[config.mk]
export PLATFORM = sky130hd
export DESIGN_NAME = spi_reg_slave
export DESIGN_NICKNAME = d
export VERILOG_FILES = /design/src/rtl/spi_reg_slave_pkg.sv /design/src/rtl/spi_sync_edge.sv /design/src/rtl/spi_reg_slave.sv
export SDC_FILE = /design/constraint.sdc
export NUM_CORES = 1
export LEC_CHECK = 0
export ABC_AREA = 1
export BUFFER_PORTS_ARGS = -buffer_cell sky130_fd_sc_hd__buf_2
export CAP_MARGIN = 20
export CORE_MARGIN = 5
export CORE_UTILIZATION = 54
export DETAILED_ROUTE_END_ITERATION = 12
export PLACE_DENSITY = 0.71
export SLEW_MARGIN = 40
export SYNTH_ARGS = -nofsm -noshare
export SYNTH_HDL_FRONTEND = slang
export SYNTH_SLANG_ARGS = --single-unit
[constraint.sdc]
create_clock -name clk_clk -period 4.7 [get_ports clk_clk]
set_clock_uncertainty 0.15 [all_clocks]
set_input_delay 0 -clock clk_clk [delete_from_list [all_inputs] [get_ports clk_clk]]
set_output_delay 0 -clock clk_clk [all_outputs]
set_load 0.02 [all_outputs]
[src/rtl/spi_reg_slave_pkg.sv]
// Shared types and constants for the SPI register slave.
package spi_reg_slave_pkg;

  localparam int unsigned ADDR_W       = 5;
  localparam int unsigned DATA_W       = 8;
  localparam int unsigned NREGS        = 32;
  localparam int unsigned BIT_CNT_W    = 3;
  localparam int unsigned CMD_ADDR_MSB = 7;
  localparam int unsigned CMD_ADDR_LSB = 3;
  localparam int unsigned CMD_WR_BIT   = 1;

  typedef enum logic [1:0] {
    IDLE = 2'd0,
    CMD  = 2'd1,
    DATA = 2'd2
  } state_e;

endpackage

[src/rtl/spi_sync_edge.sv]
// Multi-stage synchronizer for one asynchronous input with rise/fall detect.
module spi_sync_edge #(
  parameter int unsigned STAGES = 2
) (
  input  logic clk,
  input  logic rst,
  input  logic d_i,
  output logic q_o,
  output logic rise_c,
  output logic fall_c
);

  logic [STAGES-1:0] sync_q;
  logic [STAGES-1:0] sync_d;
  logic              prev_q;
  logic              prev_d;

  always_comb begin
    sync_d = STAGES'({sync_q, d_i});
    prev_d = sync_q[STAGES-1];
  end

  always_ff @(posedge clk) begin
    if (rst) begin
      sync_q <= '0;
      prev_q <= 1'b0;
    end else begin
      sync_q <= sync_d;
      prev_q <= prev_d;
    end
  end

  assign q_o    = sync_q[STAGES-1];
  assign rise_c = sync_q[STAGES-1] & ~prev_q;
  assign fall_c = ~sync_q[STAGES-1] & prev_q;

endmodule

[src/rtl/spi_reg_slave.sv]
// SPI mode-0 slave in front of a 32x8 register file with a fabric host port.
// Define SPI_REG_SLAVE_AUTOINC_EN to auto-increment the address after each data byte.
module spi_reg_slave
  import spi_reg_slave_pkg::*;
#(
  parameter int unsigned SYNC_STAGES  = 2,
  parameter int unsigned SCLK_DIV_MIN = 8
) (
  input  logic              clk_clk,
  input  logic              reset_reset,
  input  logic              spi_sclk,
  input  logic              spi_mosi,
  input  logic              spi_ss_n,
  output logic              spi_miso,
  output logic              spi_miso_oe,
  input  logic [DATA_W-1:0] stat_i,
  input  logic              host_wr_en,
  input  logic [ADDR_W-1:0] host_addr,
  input  logic [DATA_W-1:0] host_wdata,
  output logic [DATA_W-1:0] host_rdata,
  output logic              reg_wr_pulse,
  output logic [ADDR_W-1:0] reg_wr_addr,
  output logic [DATA_W-1:0] reg_wr_data,
  output logic              xfer_done
);

  // SCLK edge to MISO update takes SYNC_STAGES+1 cycles; that must fit in half an SCLK period.
  if (SCLK_DIV_MIN < 2 * (SYNC_STAGES + 1)) begin : g_div_check
    $error("SCLK_DIV_MIN too small for SYNC_STAGES");
  end

  logic sclk_sync, sclk_rise, sclk_fall;
  logic mosi_sync, mosi_rise, mosi_fall;
  logic ss_sync, ss_rise, ss_fall;
  logic unused_sync;

  spi_sync_edge #(.STAGES(SYNC_STAGES)) u_sync_sclk (
    .clk(clk_clk), .rst(reset_reset), .d_i(spi_sclk),
    .q_o(sclk_sync), .rise_c(sclk_rise), .fall_c(sclk_fall));
  spi_sync_edge #(.STAGES(SYNC_STAGES)) u_sync_mosi (
    .clk(clk_clk), .rst(reset_reset), .d_i(spi_mosi),
    .q_o(mosi_sync), .rise_c(mosi_rise), .fall_c(mosi_fall));
  spi_sync_edge #(.STAGES(SYNC_STAGES)) u_sync_ss (
    .clk(clk_clk), .rst(reset_reset), .d_i(spi_ss_n),
    .q_o(ss_sync), .rise_c(ss_rise), .fall_c(ss_fall));

  assign unused_sync = ^{sclk_sync, mosi_rise, mosi_fall};

  state_e                 state_q, state_d;
  logic [BIT_CNT_W-1:0]   bit_cnt_q, bit_cnt_d;
  logic [DATA_W-2:0]      mosi_sr_q, mosi_sr_d;
  logic [DATA_W-1:0]      miso_sr_q, miso_sr_d;
  logic [ADDR_W-1:0]      addr_q, addr_d;
  logic                   wr_q, wr_d;
  logic                   reload_q, reload_d;
  logic                   armed_q, armed_d;
  logic [DATA_W-1:0]      regs_q [NREGS];
  logic [DATA_W-1:0]      regs_d [NREGS];
  logic [DATA_W-1:0]      host_rdata_q, host_rdata_d;
  logic                   reg_wr_pulse_q, reg_wr_pulse_d;
  logic [ADDR_W-1:0]      reg_wr_addr_q, reg_wr_addr_d;
  logic [DATA_W-1:0]      reg_wr_data_q, reg_wr_data_d;
  logic                   xfer_done_q, xfer_done_d;
  logic                   miso_q, miso_d;
  logic                   miso_oe_q, miso_oe_d;
  logic [DATA_W-1:0]      rx_byte;
  logic                   spi_wr;

  always_ff @(posedge clk_clk) begin
    if (reset_reset) begin
      state_q        <= IDLE;
      bit_cnt_q      <= '0;
      mosi_sr_q      <= '0;
      miso_sr_q      <= '0;
      addr_q         <= '0;
      wr_q           <= 1'b0;
      reload_q       <= 1'b0;
      armed_q        <= 1'b0;
      regs_q         <= '{default: '0};
      host_rdata_q   <= '0;
      reg_wr_pulse_q <= 1'b0;
      reg_wr_addr_q  <= '0;
      reg_wr_data_q  <= '0;
      xfer_done_q    <= 1'b0;
      miso_q         <= 1'b0;
      miso_oe_q      <= 1'b0;
    end else begin
      state_q        <= state_d;
      bit_cnt_q      <= bit_cnt_d;
      mosi_sr_q      <= mosi_sr_d;
      miso_sr_q      <= miso_sr_d;
      addr_q         <= addr_d;
      wr_q           <= wr_d;
      reload_q       <= reload_d;
      armed_q        <= armed_d;
      regs_q         <= regs_d;
      host_rdata_q   <= host_rdata_d;
      reg_wr_pulse_q <= reg_wr_pulse_d;
      reg_wr_addr_q  <= reg_wr_addr_d;
      reg_wr_data_q  <= reg_wr_data_d;
      xfer_done_q    <= xfer_done_d;
      miso_q         <= miso_d;
      miso_oe_q      <= miso_oe_d;
    end
  end

  // Armed only once SS_n has been seen high, so a transaction already in flight at reset is ignored.
  always_comb begin
    state_d        = state_q;
    bit_cnt_d      = bit_cnt_q;
    mosi_sr_d      = mosi_sr_q;
    miso_sr_d      = miso_sr_q;
    addr_d         = addr_q;
    wr_d           = wr_q;
    reload_d       = reload_q;
    armed_d        = armed_q | ss_sync;
    regs_d         = regs_q;
    reg_wr_pulse_d = 1'b0;
    reg_wr_addr_d  = reg_wr_addr_q;
    reg_wr_data_d  = reg_wr_data_q;
    xfer_done_d    = 1'b0;
    rx_byte        = {mosi_sr_q, mosi_sync};
    spi_wr         = 1'b0;

    case (state_q)
      IDLE: begin
        if (armed_q && ss_fall) begin
          state_d   = CMD;
          bit_cnt_d = '0;
          reload_d  = 1'b0;
          miso_sr_d = stat_i;
        end
      end
      CMD, DATA: begin
        if (ss_rise) begin
          state_d     = IDLE;
          bit_cnt_d   = '0;
          reload_d    = 1'b0;
          xfer_done_d = 1'b1;
        end else begin
          if (sclk_rise) begin
            mosi_sr_d = rx_byte[DATA_W-2:0];
            bit_cnt_d = bit_cnt_q + BIT_CNT_W'(1);
            if (bit_cnt_q == '1) begin
              reload_d = 1'b1;
              if (state_q == CMD) begin
                addr_d  = rx_byte[CMD_ADDR_MSB:CMD_ADDR_LSB];
                wr_d    = rx_byte[CMD_WR_BIT];
                state_d = DATA;
              end else begin
                if (wr_q) begin
                  spi_wr         = 1'b1;
                  regs_d[addr_q] = rx_byte;
                  reg_wr_pulse_d = 1'b1;
                  reg_wr_addr_d  = addr_q;
                  reg_wr_data_d  = rx_byte;
                end
`ifdef SPI_REG_SLAVE_AUTOINC_EN
                addr_d = addr_q + ADDR_W'(1);
`endif
              end
            end
          end
          // Next byte is loaded on the fall after a completed byte so its MSB leads the next rise.
          if (sclk_fall) begin
            if (reload_q) begin
              miso_sr_d = wr_q ? '0 : regs_q[addr_q];
              reload_d  = 1'b0;
            end else begin
              miso_sr_d = {miso_sr_q[DATA_W-2:0], 1'b0};
            end
          end
        end
      end
      default: state_d = IDLE;
    endcase

    if (host_wr_en && !spi_wr) begin
      regs_d[host_addr] = host_wdata;
    end

    host_rdata_d = regs_q[host_addr];
    miso_oe_d    = armed_q & ~ss_sync;
    miso_d       = miso_oe_d & miso_sr_d[DATA_W-1];
  end

  assign spi_miso     = miso_q;
  assign spi_miso_oe  = miso_oe_q;
  assign host_rdata   = host_rdata_q;
  assign reg_wr_pulse = reg_wr_pulse_q;
  assign reg_wr_addr  = reg_wr_addr_q;
  assign reg_wr_data  = reg_wr_data_q;
  assign xfer_done    = xfer_done_q;

endmodule

==> results of run 1 <==
==> cell usage after synthesis (all sizes together) <==
| cell | instances | area, um^2 |
|---|---|---|
| a211oi | 68 | 510.5 |
| o21ai | 191 | 955.9 |
| or2 | 2 | 12.51 |
| a221oi | 13 | 113.9 |
| nor4 | 2 | 27.53 |
| nand4 | 2 | 12.51 |
| and2 | 1 | 6.260 |
| inv | 155 | 584.3 |
| o211ai | 141 | 1059 |
| clkbuf | 143 | 536.8 |
| nor4b | 1 | 8.760 |
| clkinv | 5 | 18.77 |
| nand3 | 29 | 150.1 |
| ha | 5 | 62.56 |
| o221ai | 8 | 70.07 |
| a32oi | 5 | 43.79 |
| a31oi | 19 | 118.9 |
| a21oi | 290 | 1451 |
| buf | 58 | 312.8 |
| nor2 | 113 | 449.2 |
| nor3 | 36 | 282.8 |
| a22oi | 187 | 1404 |
| dfxtp | 317 | 6346 |
| nand2 | 828 | 3123 |
==> per-layer routing <==
layer | up-vias | routed length (um) | global-route usage (%)
met4 | 2 | 5602 | 24.48
li1 | 8976 | - | -
met1 | 9177 | 27680 | 50.72
met2 | 1534 | 30390 | 57.57
met5 | - | 1 | 0
met3 | 380 | 9755 | 10.20
==> registers in the layout (all words and copies together), names as in the netlist, 3 cells and up <==
register,count
addr_q,5
bit_cnt_q,3
host_rdata,8
miso_sr_q,8
mosi_sr_q,7
reg_wr_addr,5
reg_wr_data,8
regs_q,256
==> cell type report <==
class / count / area, um^2
Antenna cell: 3 / 7.507
Timing Repair Buffer: 124 / 878.3
Fill cell: 3049 / 12950
Inverter: 160 / 613.1
Clock buffer: 52 / 1105
Sequential cell: 317 / 6347
Multi-Input combinational cell: 1941 / 9928
Tap cell: 442 / 553.0
Clock inverter: 12 / 67.56
==> worst max-delay path, stage by stage (launching register included) <==
cell and delay, ns:
dfxtp_1 0.37, inv_1 0.06, ha_1 0.30, inv_1 0.26, nor2_2 0.12, nand2_1 0.17, nand2_2 0.32, nor2_1 0.31
nand2_1 0.29, inv_1 0.34, nand2_1 0.09, a21oi_1 0.14, dlygate4sd3_1 0.56
==> cell families (layout without fill, tap and decap cells) <==
family          Yosys count  count (layout)  share of synthesized area (%)
simple gates           1014            1014                          23.06
other cells               0               3                              0
flops                   317             317                          35.93
compound gates          922             922                          32.43
fa+ha+maj                 5               5                         0.3542
buf+inv                 361             348                          8.225
==> layout by cell type (no fill, tap or decap), drive strengths merged, types with 3 or more instances in the layout <==
| master | synthesis | routed |
|---|---|---|
| nand2 | 828 | 828 |
| dfxtp | 317 | 317 |
| a21oi | 290 | 290 |
| o21ai | 191 | 191 |
| a22oi | 187 | 187 |
| inv | 155 | 156 |
| o211ai | 141 | 141 |
| nor2 | 113 | 113 |
| buf | 58 | 100 |
| a211oi | 68 | 68 |
| clkbuf | 143 | 52 |
| nor3 | 36 | 36 |
| nand3 | 29 | 29 |
| dlygate4sd3 | 0 | 24 |
| a31oi | 19 | 19 |
| clkinv | 5 | 16 |
| a221oi | 13 | 13 |
| o221ai | 8 | 8 |
| a32oi | 5 | 5 |
| ha | 5 | 5 |
| diode | 0 | 3 |
==> power groups by stage <==
stage / combinational [W] / sequential, W / clock (W)
after floorplan: 0.000202 / 0.00279 / 0
after global placement: 0.000326 / 0.00280 / 0
after detailed placement: 0.000332 / 0.00280 / 0
after CTS: 0.000347 / 0.00274 / 0.00282
after global routing: 0.000381 / 0.00275 / 0.00294
final: 0.000367 / 0.00275 / 0.00282
==> worst paths after layout <==
check                                                 startpoint                               end  depth (start not counted)
worst min-delay path                                    spi_sclk  u_sync_sclk.sync_q[0]$_SDFF_PP0_                          4
worst max-delay path                     state_q[0]$_SDFFE_PP0P_             regs_q[77]$_SDFF_PP0_                         12
worst min register to register  u_sync_sclk.sync_q[0]$_SDFF_PP0_  u_sync_sclk.sync_q[1]$_SDFF_PP0_                          2
worst max register to register           state_q[0]$_SDFFE_PP0P_             regs_q[77]$_SDFF_PP0_                         12
==> per-stage QoR <==
stage	setup slack (ns)	utilization, %	std cells	hold slack (ns)	power [W]
2_1_floorplan	2.470	-	2619	-0.04303	0.002997
3_3_place_gp	1.473	55.62	2960	0.04990	0.003128
3_5_place_dp	1.339	55.69	2960	0.05640	0.003134
4_1_cts	1.303	60.04	3048	0.05038	0.005909
5_1_grt	0.9249	60.06	3048	0.08323	0.006072
6_report	1.155	60.09	3051	0.05760	0.005933
==> flow_summary.ini, run 1 <==
[outcome]
status = finished clean

[critical_path]
cp.required_ns = 5.02
reg2reg_slack_ns = 1.16
arrival_ns = 3.87
cp-start-kind = register
criticalPathCategory = reg2reg
end_kind = register
crit_path_max_fanout = 9

[yosys]
synth_nets = 2651
syn_area_um2 = 17660
synth_cell_types = 37
synth_cells = 2619
ys_ff_latch = 317
syn_avg_cell_area_um2 = 6.743
yosysSeqAreaShare_pct = 35.93
yosysWarningCount = 0

[global_routing]
grt_pass1_vias = 18250
gr-usage-all-layers_pct = 38.99
grt_max_degree = 138
grt-ovfl-total = 0
antenna_found_initial = 2
grt_pass1_wl_mm = 110.0

[pwr]
p_sw_share_pct = 25.08
p_leak_nw = 7.603
p_comb_share_pct = 6.2
internal-power_w = 0.004445
p_sw_w = 0.001488
power_frac_seq_pct = 46.3
vdd_drop_max_uv = 231.5
p_clk_share_pct = 47.5
power_density_nw_per_um2 = 304.3

[floorplan]
core.rowCount = 66
dieArea_um2 = 36420
initial_core_util_pct = 54.42
core_area_um2 = 32450
design.portCount = 52
dieWidth_um = 190.8
fp.dieH_um = 190.8

[routing]
first_pass_iters = 8
avgRoutedWirePerCell_um = 24.07
drt_iter0_drc = 2885
num_vias = 20070
remaining_drc_errors = 0
avgViaCountPerCell = 6.578
ant_nets = 0
wl_mm = 73.44

[clock_network]
cts_sinks = 317
ctsHoldBuffers = 24
ctsResizeCount = 0
numCtsBuffers = 37
post_cts_buffers = 0
htreeDepth = 2
root_buffer = clkbuf_16
path_clk_slew_ns = 0.06
clockBufferDepth = 3
clock_latency_ns = 0.54
cts_tree = yes

[worst_hold_path]
hp-class = in2reg

[job]
maxCapViolCount = 0

[placement]
port_buffers = 51
placed_cell_area_um2 = 18070
dp_hpwl_mm = 47.57
place_congestion = 1.043

[cells_and_area]
nets = 2613
final_area_um2 = 19500
syn2layout_area_growth_pct = 10.41
drive_gt1_share_pct = 8.557

[timing]
max_freq_mhz = 282.1
finalSetupTns_ns = 0
timing.slew.headroom_pct = 33.98
fin_crit_sh_pct = 75.42
rsz0062_at_grt = no
slew_violations = 0
hold_viol_final = 0
period_needed_ns = 3.545
tightest_slew_ns = 0.9799
setup_violations = 0
Power figures use the tool's default switching activity.
==> inputs of run 2 (changes only) <==
Settings changed: PLACE_DENSITY 0.71 to 0.73.
Clock period 4.7 ns to 3.12 ns, I/O delays scaled along.
==> flow_summary.ini, run 2 (same netlist as run 1, synthesis figures left out) <==
[routing]
remaining_drc_errors = 0
num_vias = 20360
first_pass_iters = 6
avgViaCountPerCell = 6.566
wl_mm = 75.90
drt_iter0_drc = 3347
avgRoutedWirePerCell_um = 24.48
ant_nets = 0

[cells_and_area]
largest_reg_flops = 256
largest-register = regs_q
final_common_cell = nand2_1
nets = 2666
final_cell_mix = nand2_1 (822), dfxtp_1 (316), a21oi_1 (290), a22oi_1 (187), o21ai_0 (186)
drive_gt1_share_pct = 10.12
fill_cells = 2992
syn2layout_area_growth_pct = 13.03

[clock_network]
clock_latency_ns = 0.54
cts_tree = yes
root_buffer = clkbuf_16
path_clk_slew_ns = 0.06
cts_sinks = 317
post_cts_buffers = 0
numCtsBuffers = 37
htreeDepth = 2
clockBufferDepth = 3

[critical_path]
cp_slowest_cell = dfxtp_1
arrival_ns = 3.31
crit_chain = inv_1, ha_1, inv_1, nor2_2, nand2_1, nand2_2, nor2_1, nand2_1, inv_1, nand2_1, a21oi_1
criticalPathCategory = reg2reg
end_kind = register
cp-start-kind = register
cp.required_ns = 3.42
slowest_delay_ns = 0.38
crit_path_max_fanout = 9

[floorplan]
core_area_um2 = 32450
core.rowCount = 66
dieArea_um2 = 36420
fp.dieH_um = 190.8
dieWidth_um = 190.8
design.portCount = 52
initial_core_util_pct = 54.42

[pwr]
power_w = 0.009096
power_density_nw_per_um2 = 455.7
vdd_drop_max_uv = 380.7
p_leak_nw = 7.858
p_clk_share_pct = 48.1
internal-power_w = 0.006859
p_comb_share_pct = 6.4
power_frac_seq_pct = 45.5
p_sw_w = 0.002237
p_sw_share_pct = 24.59

[global_routing]
gr-usage-all-layers_pct = 40.34
grt_max_degree = 84
grt_pass1_wl_mm = 113.3
grt_pass1_vias = 18700
grt-ovfl-total = 0
antenna_found_initial = 1

[job]
maxCapViolCount = 0

[placement]
dp_hpwl_mm = 49.94
place_congestion = 1.034
port_buffers = 51

[timing]
max_freq_mhz = 332.7
fin_hold_ws_ns = 0.06143
period_needed_ns = 3.006
timing.slew.headroom_pct = 42.62
tightest_slew_ns = 0.8597
fin_crit_sh_pct = 96.34
finalSetupTns_ns = 0
rsz0062_at_grt = yes
setup_violations = 0
slew_violations = 0
hold_viol_final = 0

[worst_hold_path]
hp-class = in2reg

[outcome]
status = finished clean
[run 2: area by class of cell]
type | count | area [um^2] | area share [%]
Clock buffer | 53 | 1066 | 5.340
Timing Repair Buffer | 177 | 1349 | 6.757
Inverter | 160 | 611.8 | 3.065
Tap cell | 442 | 553.0 | 2.770
Multi-Input combinational cell | 1941 | 9905 | 49.62
Sequential cell | 317 | 6347 | 31.80
Antenna cell | 1 | 2.502 | 0.01254
Clock inverter | 10 | 127.6 | 0.6393
[run 2: what timing repair did]
item	CTS	global route
resized for setup	0	4
endpoints found under the setup margin	0	21
endpoints found under the hold margin	139	0
hold buffers	23	0
[run 2: final timing paths]
path / from / to / slack (ns) / depth (start not counted)
setup reg to reg: state_q[0]$_SDFFE_PP0P_ / regs_q[14]$_SDFF_PP0_ / 0.11 / 11
setup / recovery: state_q[0]$_SDFFE_PP0P_ / regs_q[14]$_SDFF_PP0_ / 0.11 / 11
hold reg to reg: u_sync_sclk.sync_q[0]$_SDFF_PP0_ / u_sync_sclk.sync_q[1]$_SDFF_PP0_ / 0.25 / 2
hold / removal: spi_sclk / u_sync_sclk.sync_q[0]$_SDFF_PP0_ / 0.06 / 4
[run 2: layer usage]
layer	up-vias	global-route usage [%]	part of all wire, %
met4	2	24.06	7.4
li1	9090	-	-
met2	1592	59.61	42
met3	374	11.42	14
met5	-	0	0.017
met1	9303	52.43	37
[run 2: metrics by stage]
step	worst slack, ns	cells	utilization [%]	area (um^2)
after floorplan	0.8902	2619	-	17660
after global placement	0.3409	3014	57.09	18530
after detailed placement	0.2558	3014	57.09	18530
after CTS	0.2076	3100	61.47	19950
after global routing	-0.05662	3100	61.50	19960
final	0.1143	3101	61.51	19960
[run 2: power groups by stage]
stage / logic, W / registers, W / clock network [W]
6_report: 0.000584 / 0.00413 / 0.00438
5_1_grt: 0.000603 / 0.00414 / 0.00456
4_1_cts: 0.000549 / 0.00413 / 0.00438
3_5_place_dp: 0.000526 / 0.00422 / 0
3_3_place_gp: 0.000518 / 0.00422 / 0
2_1_floorplan: 0.000304 / 0.00421 / 0
[run 2: critical path, delay by kind of cell (launching register included)]
| family | cells | cell delay (ns) |
|---|---|---|
| flops | 1 | 0.38 |
| compound gates | 1 | 0.17 |
| buf+inv | 3 | 0.59 |
| fa+ha+maj | 1 | 0.31 |
| simple gates | 6 | 1.34 |
